`src/rtl/pkt_id_pkg.sv`:
```
// Shared definitions for the packet identifier front end: generation codes,
// link-state encoding and the lane/width helper functions.
package pkt_id_pkg;

  localparam logic [2:0] GEN1 = 3'd0;
  localparam logic [2:0] GEN2 = 3'd1;
  localparam logic [2:0] GEN3 = 3'd2;
  localparam logic [2:0] GEN4 = 3'd3;
  localparam logic [2:0] GEN5 = 3'd4;

  typedef enum logic [1:0] {
    DOWN   = 2'd0,
    SETTLE = 2'd1,
    ACTIVE = 2'd2,
    ERR    = 2'd3
  } link_state_t;

  // PIPE bits per lane, indexed by generation code
  typedef logic [4:0][7:0] pipe_widths_t;

  function automatic logic lane_legal(input logic [4:0] lanes, input logic [4:0] max_lanes);
    return (lanes != 5'd0) && ((lanes & (lanes - 5'd1)) == 5'd0) && (lanes <= max_lanes);
  endfunction

  function automatic logic [7:0] bytes_per_beat(input logic [2:0] gen, input logic [4:0] lanes,
                                                input pipe_widths_t widths);
    logic [7:0] lane_bytes;
    lane_bytes = (gen <= GEN5) ? (widths[gen] >> 3) : 8'd0;
    return lane_bytes * {3'b000, lanes};
  endfunction

endpackage

```
`src/rtl/gen_lane_mask.sv`:
```
// Combinational generation/lane decode: byte count per beat, per-byte valid
// mask and legality of the requested configuration.
module gen_lane_mask
  import pkt_id_pkg::*;
#(
  parameter int GEN1_PIPEWIDTH = 8,
  parameter int GEN2_PIPEWIDTH = 16,
  parameter int GEN3_PIPEWIDTH = 32,
  parameter int GEN4_PIPEWIDTH = 8,
  parameter int GEN5_PIPEWIDTH = 8,
  parameter int BUS_BYTES      = 64,
  parameter int MAX_LANES      = 16
) (
  input  logic [2:0]           gen,
  input  logic [4:0]           lanes,
  output logic [7:0]           bytes,
  output logic [BUS_BYTES-1:0] mask,
  output logic                 legal
);

  localparam pipe_widths_t WIDTHS = {8'(GEN5_PIPEWIDTH), 8'(GEN4_PIPEWIDTH), 8'(GEN3_PIPEWIDTH),
                                     8'(GEN2_PIPEWIDTH), 8'(GEN1_PIPEWIDTH)};

  always_comb begin
    bytes = bytes_per_beat(gen, lanes, WIDTHS);
    legal = (gen <= GEN5) && lane_legal(lanes, 5'(MAX_LANES)) && (int'(bytes) <= BUS_BYTES);
    // thermometer of the low 'bytes' bits; saturates to all ones at BUS_BYTES
    for (int i = 0; i < BUS_BYTES; i++) begin
      mask[i] = (i < int'(bytes));
    end
  end

endmodule

```
`src/rtl/gen_lane_ctrl.sv`:
```
// Registered generation/lane controller: qualifies PIPE beats with a link-state
// machine, settle window, legality check and saturating dropped-beat counter.
//
// state  | meaning
// DOWN   | link not trained; nothing written
// SETTLE | configuration latched, waiting out the settle window
// ACTIVE | mask loaded, beats written
// ERR    | latched configuration is illegal
module gen_lane_ctrl
  import pkt_id_pkg::*;
#(
  parameter int GEN1_PIPEWIDTH = 8,
  parameter int GEN2_PIPEWIDTH = 16,
  parameter int GEN3_PIPEWIDTH = 32,
  parameter int GEN4_PIPEWIDTH = 8,
  parameter int GEN5_PIPEWIDTH = 8,
  parameter int BUS_BYTES      = 64,
  parameter int MAX_LANES      = 16,
  parameter int SETTLE_CYCLES  = 4,
  parameter int DROP_W         = 16
) (
  input  logic                 clk,
  input  logic                 rst,
  input  logic                 linkup,
  input  logic [2:0]           gen,
  input  logic [4:0]           numberOfDetectedLanes,
  input  logic                 valid_pd,
  output logic [BUS_BYTES-1:0] valid,
  output logic                 w,
  output logic                 sel,
  output logic                 cfg_err,
  output logic                 cfg_ready,
  output logic [DROP_W-1:0]    drop_cnt
);

  localparam int CNT_W = (SETTLE_CYCLES > 1) ? $clog2(SETTLE_CYCLES) : 1;

  link_state_t          state;
  logic [2:0]           cfg_gen;
  logic [4:0]           cfg_lanes;
  logic [CNT_W-1:0]     cnt;
  logic [7:0]           in_bytes;
  logic [BUS_BYTES-1:0] in_mask;
  logic                 in_legal;
  logic                 cfg_change;

  gen_lane_mask #(
    .GEN1_PIPEWIDTH(GEN1_PIPEWIDTH),
    .GEN2_PIPEWIDTH(GEN2_PIPEWIDTH),
    .GEN3_PIPEWIDTH(GEN3_PIPEWIDTH),
    .GEN4_PIPEWIDTH(GEN4_PIPEWIDTH),
    .GEN5_PIPEWIDTH(GEN5_PIPEWIDTH),
    .BUS_BYTES     (BUS_BYTES),
    .MAX_LANES     (MAX_LANES)
  ) u_mask (
    .gen  (gen),
    .lanes(numberOfDetectedLanes),
    .bytes(in_bytes),
    .mask (in_mask),
    .legal(in_legal)
  );

  assign cfg_change = (gen != cfg_gen) || (numberOfDetectedLanes != cfg_lanes);
  // a pending change closes the write path before the state register reacts
  assign w          = valid_pd & linkup & (state == ACTIVE) & ~cfg_change;
  assign cfg_err    = (state == ERR);
  assign cfg_ready  = (state == ACTIVE);

  always_ff @(posedge clk) begin
    if (rst) begin
      state     <= DOWN;
      cfg_gen   <= 3'd0;
      cfg_lanes <= 5'd0;
      cnt       <= '0;
      valid     <= '0;
      sel       <= 1'b0;
    end else if (!linkup) begin
      state <= DOWN;
      valid <= '0;
      sel   <= 1'b0;
    end else if ((state == DOWN) || cfg_change) begin
      cfg_gen   <= gen;
      cfg_lanes <= numberOfDetectedLanes;
      valid     <= '0;
      sel       <= 1'b0;
      cnt       <= CNT_W'(SETTLE_CYCLES - 1);
      state     <= in_legal ? SETTLE : ERR;
    end else if (state == SETTLE) begin
      if (cnt == '0) begin
        state <= ACTIVE;
        valid <= in_mask;
        sel   <= (int'(in_bytes) == BUS_BYTES);
      end else begin
        cnt <= cnt - CNT_W'(1);
      end
    end
  end

  always_ff @(posedge clk) begin
    if (rst) begin
      drop_cnt <= '0;
    end else if (valid_pd && linkup && !w && (drop_cnt != '1)) begin
      drop_cnt <= drop_cnt + DROP_W'(1);
    end
  end

endmodule

```
`config.mk`:
```
export PLATFORM = sky130hd
export DESIGN_NAME = gen_lane_ctrl
export DESIGN_NICKNAME = d
export VERILOG_FILES = /design/src/rtl/pkt_id_pkg.sv /design/src/rtl/gen_lane_mask.sv /design/src/rtl/gen_lane_ctrl.sv
export SDC_FILE = /design/constraint.sdc
export NUM_CORES = 1
export LEC_CHECK = 0
export ABC_AREA = 1
export ABC_CLOCK_PERIOD_IN_PS = 11350
export CELL_PAD_IN_SITES_DETAIL_PLACEMENT = 1
export CELL_PAD_IN_SITES_GLOBAL_PLACEMENT = 2
export CORE_AREA = 4 4 132 134
export CTS_CLUSTER_SIZE = 40
export DETAILED_ROUTE_END_ITERATION = 8
export DIE_AREA = 0 0 136 138
export PLACE_DENSITY = 0.91
export SYNTH_ARGS = -nofsm -noshare
export SYNTH_HDL_FRONTEND = slang
export SYNTH_SLANG_ARGS = --single-unit
```
`constraint.sdc`:
```
create_clock -name clk -period 11.35 [get_ports clk]
set_clock_uncertainty 0.05 [all_clocks]
set_input_delay 1.7025 -clock clk [delete_from_list [all_inputs] [get_ports clk]]
set_output_delay 1.7025 -clock clk [all_outputs]
set_load 0.005 [all_outputs]
```
==> reports/results.txt <==
terminus of the critical flop-to-flop path: valid[60]
cell area after synthesis: 4950 sq um
clock insertion delay at the later pin of the skew report: 0.35 ns
period utilisation layout: 61.0%
Routed Wire Length: 15600 um
highest clock rate: 0.144 GHz
number of hold violations in the final report: 0
clock sink total: 93
cts bufs inserted: 9
synth-to-layout area growth: 27.8%
clk buf depth: 2
Wirelength per Cell: 15.9 um
Setup Fix Bufs, Post-CTS: 0
status: complete, no violations
most common cell after layout, fill and taps aside: sky130_fd_sc_hd__nand2_1
post-synthesis register bit count: 93
drt first pass iters: 4
estimated wirelength of the detail-placed design: 11500 um
proportion of synthesized flip-flops having asynchronous set or reset: 0%
PostCTS Resize Cnt: 0
Die Area: 18800 sq um
crit path kind: in2reg
maximum capacitance violations: 0
count of endpoints failing setup in the final report: 0
antenna violations before repair: 0
clock tree from TritonCTS: done
clock slew at the register clock pins of the worst setup and hold paths: 0.06 ns
Crit path required time: 11.55 ns
cell count after synthesis: 681
combined global-route utilization of all metal layers: 16.9%
launching element type of the critical path: primary input
Setup TNS Final: 0 ns
leakage power figure: 0.00233 uW
maximum vdd drop: 72.3 uV
routed vias/inst: 4.90
headroom to the max-slew limit: 26.6%
I/O Buffers: 95
slew at the pin closest to its max-slew limit: 1.10 ns
clock tree root driver cell: sky130_fd_sc_hd__clkbuf_16
I/O Pins: 96
syn nets: 715
count of different cell masters after synthesis: 32
weighted congestion at the end of routability-driven global placement: 0.847
maximum net fanout on the critical path: 32
total DRC errors in the routed layout: 0
vias in the first global route: 5066
critical path arrival: 7.13 ns
share of the yosys chip area belonging to registers: 37.6%
number of synthesized flops with an enable pin: 0
final antenna diode count: 0
Main synth FF type: sky130_fd_sc_hd__dfxtp_1
aggregate global routing overflow: 0
horizontal die dimension: 136 um
termination of the worst setup path: valid[4]
CP Launch Point: gen[0]
final standard cell utilization of the core: 38.8%
layout cells sized above 1: 7.75%
Worst Setup Slack, final: 4.42 ns
R2R Path Start: cnt[0]
cells on worst reg2reg path: 9
endpoint kind of the worst setup timing path: flop
global-route wire length before repair: 25900 um
maximum number of pins on one net before global-route repair: 53
initial standard-cell utilization of the core: 30.4%
fin. max-slew vios: 0
final antenna-violating net count: 0
Reg2Reg Setup Slack: 8.55 ns
setup repair after global routing missed its margin: no
clock period minus final worst setup slack: 6.93 ns
Post-Synthesis Mean Instance Area: 7.27 sq um
class of the tightest hold or removal check: reg2reg
core area: 16300 sq um
htree depth: 3
pwr/cell area: 120 nW/um^2
number of warnings reported in the yosys synthesis log: 0
Site Rows: 47
die height: 138 um
setup slack at placement: 4.14 ns
DRT iter0 DRCs: 251
total via count in the routed design: 4808
Post-CTS Hold Buffers: 0
leading cell types in the layout, fill and taps excluded: sky130_fd_sc_hd__nand2_1, sky130_fd_sc_hd__clkdlybuf4s50_1, sky130_fd_sc_hd__dfxtp_1
net total in the final layout: 790
[worst min-delay path by stage]
stage                      endpoint       from  depth (start not counted)
final                     valid[34]  valid[34]                          2
after global routing      valid[17]  valid[17]                          2
after CTS                 valid[34]  valid[34]                          2
after detailed placement  valid[34]  valid[34]                          2
after global placement    valid[33]  valid[33]                          2
after floorplan           valid[24]  valid[24]                          2
[area by class of cell]
class                   instances  area [sq um]
fillers                      1988          9960
well taps                     220           275
repair buffers                 97           966
inverters                      61           229
flip-flops and latches         93          1860
clock inverters                 6          92.6
clock buffers                  10           229
multi-input cells             494          2670
[report_power, final]
part / switching [uW] / leakage, uW / internal, uW
clock network: 139 / 0.000150 / 195
logic: 64.1 / 0.00143 / 26.6
registers: 2.98 / 0.000752 / 330
total: 206 / 0.00233 / 551
[worst max-delay path, cell delays in order]
cell and delay, ns:
sky130_fd_sc_hd__clkdlybuf4s50_1 0.57, sky130_fd_sc_hd__inv_1 0.08, sky130_fd_sc_hd__ha_1 0.28, sky130_fd_sc_hd__nor2_1 0.04, sky130_fd_sc_hd__nor2_1 0.38, sky130_fd_sc_hd__inv_1 0.15, sky130_fd_sc_hd__nor2_1 0.20, sky130_fd_sc_hd__fa_1 0.42
sky130_fd_sc_hd__ha_1 0.30, sky130_fd_sc_hd__ha_1 0.29, sky130_fd_sc_hd__ha_1 0.38, sky130_fd_sc_hd__nand3b_1 0.13, sky130_fd_sc_hd__nand2_1 0.08, sky130_fd_sc_hd__nand2_1 0.05, sky130_fd_sc_hd__nand2_1 0.77, sky130_fd_sc_hd__nand3_2 0.26
sky130_fd_sc_hd__nor3_2 0.74, sky130_fd_sc_hd__nand3_1 0.14, sky130_fd_sc_hd__nand2_1 0.11, sky130_fd_sc_hd__inv_1 0.04
[synthesized netlist by cell type, types with 2 or more instances]
cell                         n  share of area, %
sky130_fd_sc_hd__nand2_1   159                12
sky130_fd_sc_hd__dfxtp_1    93                38
sky130_fd_sc_hd__nor2_1     75               5.7
sky130_fd_sc_hd__inv_1      59               4.5
sky130_fd_sc_hd__a21oi_1    54               5.5
sky130_fd_sc_hd__nand3_1    39               3.9
sky130_fd_sc_hd__nand4_1    36               4.6
sky130_fd_sc_hd__a21oi_2    30               5.3
sky130_fd_sc_hd__o21ai_0    27               2.7
sky130_fd_sc_hd__ha_1       19               4.8
sky130_fd_sc_hd__clkbuf_1   17               1.3
sky130_fd_sc_hd__xor2_1     17               3.0
sky130_fd_sc_hd__nor3_1      8              0.81
sky130_fd_sc_hd__xnor2_1     7               1.2
sky130_fd_sc_hd__buf_2       6              0.61
sky130_fd_sc_hd__buf_6       6               1.4
sky130_fd_sc_hd__a22oi_1     5              0.76
sky130_fd_sc_hd__fa_1        3               1.2
sky130_fd_sc_hd__nor3_2      3              0.61
sky130_fd_sc_hd__buf_4       2              0.30
sky130_fd_sc_hd__inv_2       2              0.15
sky130_fd_sc_hd__nand3_2     2              0.40
sky130_fd_sc_hd__nand3b_1    2              0.30
sky130_fd_sc_hd__nor2_2      2              0.25
[per-stage QoR]
stage          std cells  power (uW)  area (sq um)  hold WS (ns)
3_5_place_dp         965         430          6010         0.414
3_3_place_gp         965         426          6010         0.409
4_1_cts              981         765          6330         0.424
6_report             981         758          6330         0.420
5_1_grt              981         790          6330         0.445
2_1_floorplan        681         401          4950         0.410
[metal layers]
metal,track usage [%],wire length [um]
met1,21.9,7430
met2,28.6,7650
met3,3.02,366
met4,4.72,201
met5,0,0
[logic make-up after synthesis]
kind of cell / synth area share, %
compound gates: 14.5
xor+xnor: 4.25
fa+ha+maj: 6.02
buf+inv: 8.37
flops: 37.6
simple gates: 29.2
[registers in the layout, summed over array words and instances (netlist names)]
register   cells
cnt            2
state          2
drop_cnt      16
cfg_gen        3
sel            1
cfg_lanes      5
valid         64
No activity file was read; power rests on OpenSTA's default activity.
==> patch: new RTL, same settings <==
`DROP_W`: 16 -> 32.
--- a/src/rtl/gen_lane_ctrl.sv
+++ b/src/rtl/gen_lane_ctrl.sv
@@ -18,5 +18,5 @@
   parameter int MAX_LANES      = 16,
   parameter int SETTLE_CYCLES  = 4,
-  parameter int DROP_W         = 16
+  parameter int DROP_W         = 32
 ) (
   input  logic                 clk,
Interface: changed (resized drop_cnt); port bits go from 96 to 112. No check against the original RTL was run, so the function may have changed too.
==> patch against the unedited design <==
- highest routed layer unchanged
- critical path type unchanged
- routed wire length rose by 23%
- critical path depth fell by 2
- critical endpoint is now valid[37]
- sequential cell count rose by 16
- worst setup slack improved by 0.91 ns
- synthesized area rose by 21%
- final area rose by 18%
- power rose by 7.1%
- count of clock-buffer cells in the layout fell by 1
==> patch: results (changes against the unedited design) <==
RUN_STATUS='completed'
DETAILED_ROUTING_ITERATIONS_PASS_1=4  # unchanged
HOLDCRITPATHCLASS='reg2reg'
FIN_NETS=995  # +26%
YS_TOP_CELLS_BY_AREA='dfxtp_1, nand2_1, a21oi_1'
WORST-SLEW-PIN-TRANSITION_NS=0.9895  # -0.1068 ns
GRT_MAX_DEGREE=55  # +3.8%
POWER.STATIC_LEAKAGE_nW=2.655  # +14%
CLOCK_LATENCY_NS=0.36
VIAS_PER_CELL=5.064  # +3.3%
FIRST_PASS_GRT_WIRE_LENGTH_MM=32.46  # +25%
LAYOUT-DRIVE-GT1-SHARE=0.04762  # -0.02991
SYNTH.NET_COUNT=914  # +28%
GPL.FINAL_WEIGHTED_CONGESTION=0.8331  # -1.6%
WORST_SETUP_HOLD_PATH_CLK_SLEW_NS=0.09  # +0.03 ns
SYNTH_SEQ_AREA_SHARE=0.3636  # -0.01250
DETAIL_ROUTE.ITER0.VIOLATIONS=277  # +10%
YS.WARNINGS.COUNT=0  # unchanged
YS_ASYNC_SR_FRACTION=0  # unchanged
CRITICAL_PATH_ARRIVAL_NS=6.17  # -0.96 ns
ANTENNA_FOUND_INITIAL=0  # unchanged
SYNTH_CELL_TYPE_COUNT=33  # +3.1%
DP.CELLS=1170  # +21%
CTS_RESIZED=0  # unchanged
CTS-ROOT-BUF='clkbuf_16'
CRITICAL_PATH.MAX_FANOUT=15  # -53%
HTREE_LEVELS=3  # unchanged
SYNTH_COMMONEST_CELLS='nand2_1, dfxtp_1, a21oi_1, nor2_1, nand3_1'
IR_WORST_VDD_mV=0.06740  # -6.8%
DETAILEDPLACEMENTHPWL_MM=13.98  # +22%
ROUTED_WL_MM=19.30  # +23%
SYN-INSTANCE-COUNT=880  # +29%
REG.LARGEST.LIST='valid x64, drop_cnt x32, cfg_lanes x5'
ANT_NETS=0  # unchanged
BUFFERS_INSERTED_DURING_POST_CTS_SETUP_OPTIMIZATION=0  # unchanged
GROUTE.USAGE.OVERALL=0.2125  # +0.04395
NUM_VIAS=6006  # +25%
CTS-BUFFERS-INSERTED=9  # unchanged
DOMINANTREGCELLSYNTH='dfxtp_1'
MAX-CLOCK-PATH-BUFFERS=2  # unchanged
PLACEMENT.CELL_AREA_UM2=7166  # +19%
GRT_PASS1_VIAS=6240  # +23%
FILL_CELLS=2131  # +7.2%
ANTENNA_CELLS_INSERTED=0  # unchanged
PORT_BUFFERS=111  # +17%
[patch: per-stage QoR]
step	setup slack (ns)	hold WS [ns]	util
finish	5.333	0.4180	0.4583
detailed placement	4.941	0.4128	0.4399
global placement	4.979	0.4048	0.4399
floorplan	6.272	0.3937	-
global route	5.006	0.4424	0.4583
CTS	5.328	0.4264	0.4583
[patch: final cells by class]
cell class | count | area, µm² | share of cell area
inverter | 65 | 244.0 | 0.03268
sequential | 109 | 2182 | 0.2923
timing repair buffer | 113 | 1126 | 0.1508
clock inverter | 7 | 75.07 | 0.01006
tap | 220 | 275.3 | 0.03687
clock buffer | 9 | 225.2 | 0.03017
multi-input combinational | 663 | 3338 | 0.4471
[patch: cell families after synthesis]
logic type	Yosys count	synth area share
fa+ha+maj	22	0.04963
flops	109	0.3636
simple gates	458	0.3286
buf+inv	108	0.08111
xor+xnor	36	0.05254
compound gates	147	0.1245
[patch: metal layers]
layer	part of all wire	vias up	GRT usage
li1	-	3012	-
met1	0.46	2882	0.2782
met2	0.49	91	0.3622
met3	0.028	21	0.02871
met4	0.020	0	0.06525
met5	0	-	0
[patch: power breakdown]
group	leakage (nW)	total, W	internal [W]	switching (W)
combinational	1.63	0.0000974	0.0000277	0.0000698
sequential	0.881	0.000388	0.000385	0.00000261
clock	0.145	0.000326	0.000158	0.000169
[patch: worst max-delay path, cell delays in order]
cell	delay, ns
clkdlybuf4s50_1	0.57
inv_2	0.06
ha_1	0.28
or2_2	0.33
nand2_1	0.13
nor2_1	0.07
fa_1	0.47
ha_1	0.31
ha_1	0.30
ha_1	0.38
inv_2	0.07
nand2_1	0.06
nand3_1	0.09
nand2_1	0.10
nor2_1	0.75
nand3_1	0.28
nand2_1	0.15
a21oi_1	0.07
[patch: final timing paths]
kind	from	endpoint	slack (ns)	cells past startpoint
worst max-delay path	gen[0]	valid[37]	5.33	18
worst max register to register	cnt[0]	valid[6]	8.47	10
worst min-delay path	valid[23]	valid[23]	0.42	2
worst min register to register	valid[23]	valid[23]	0.42	2
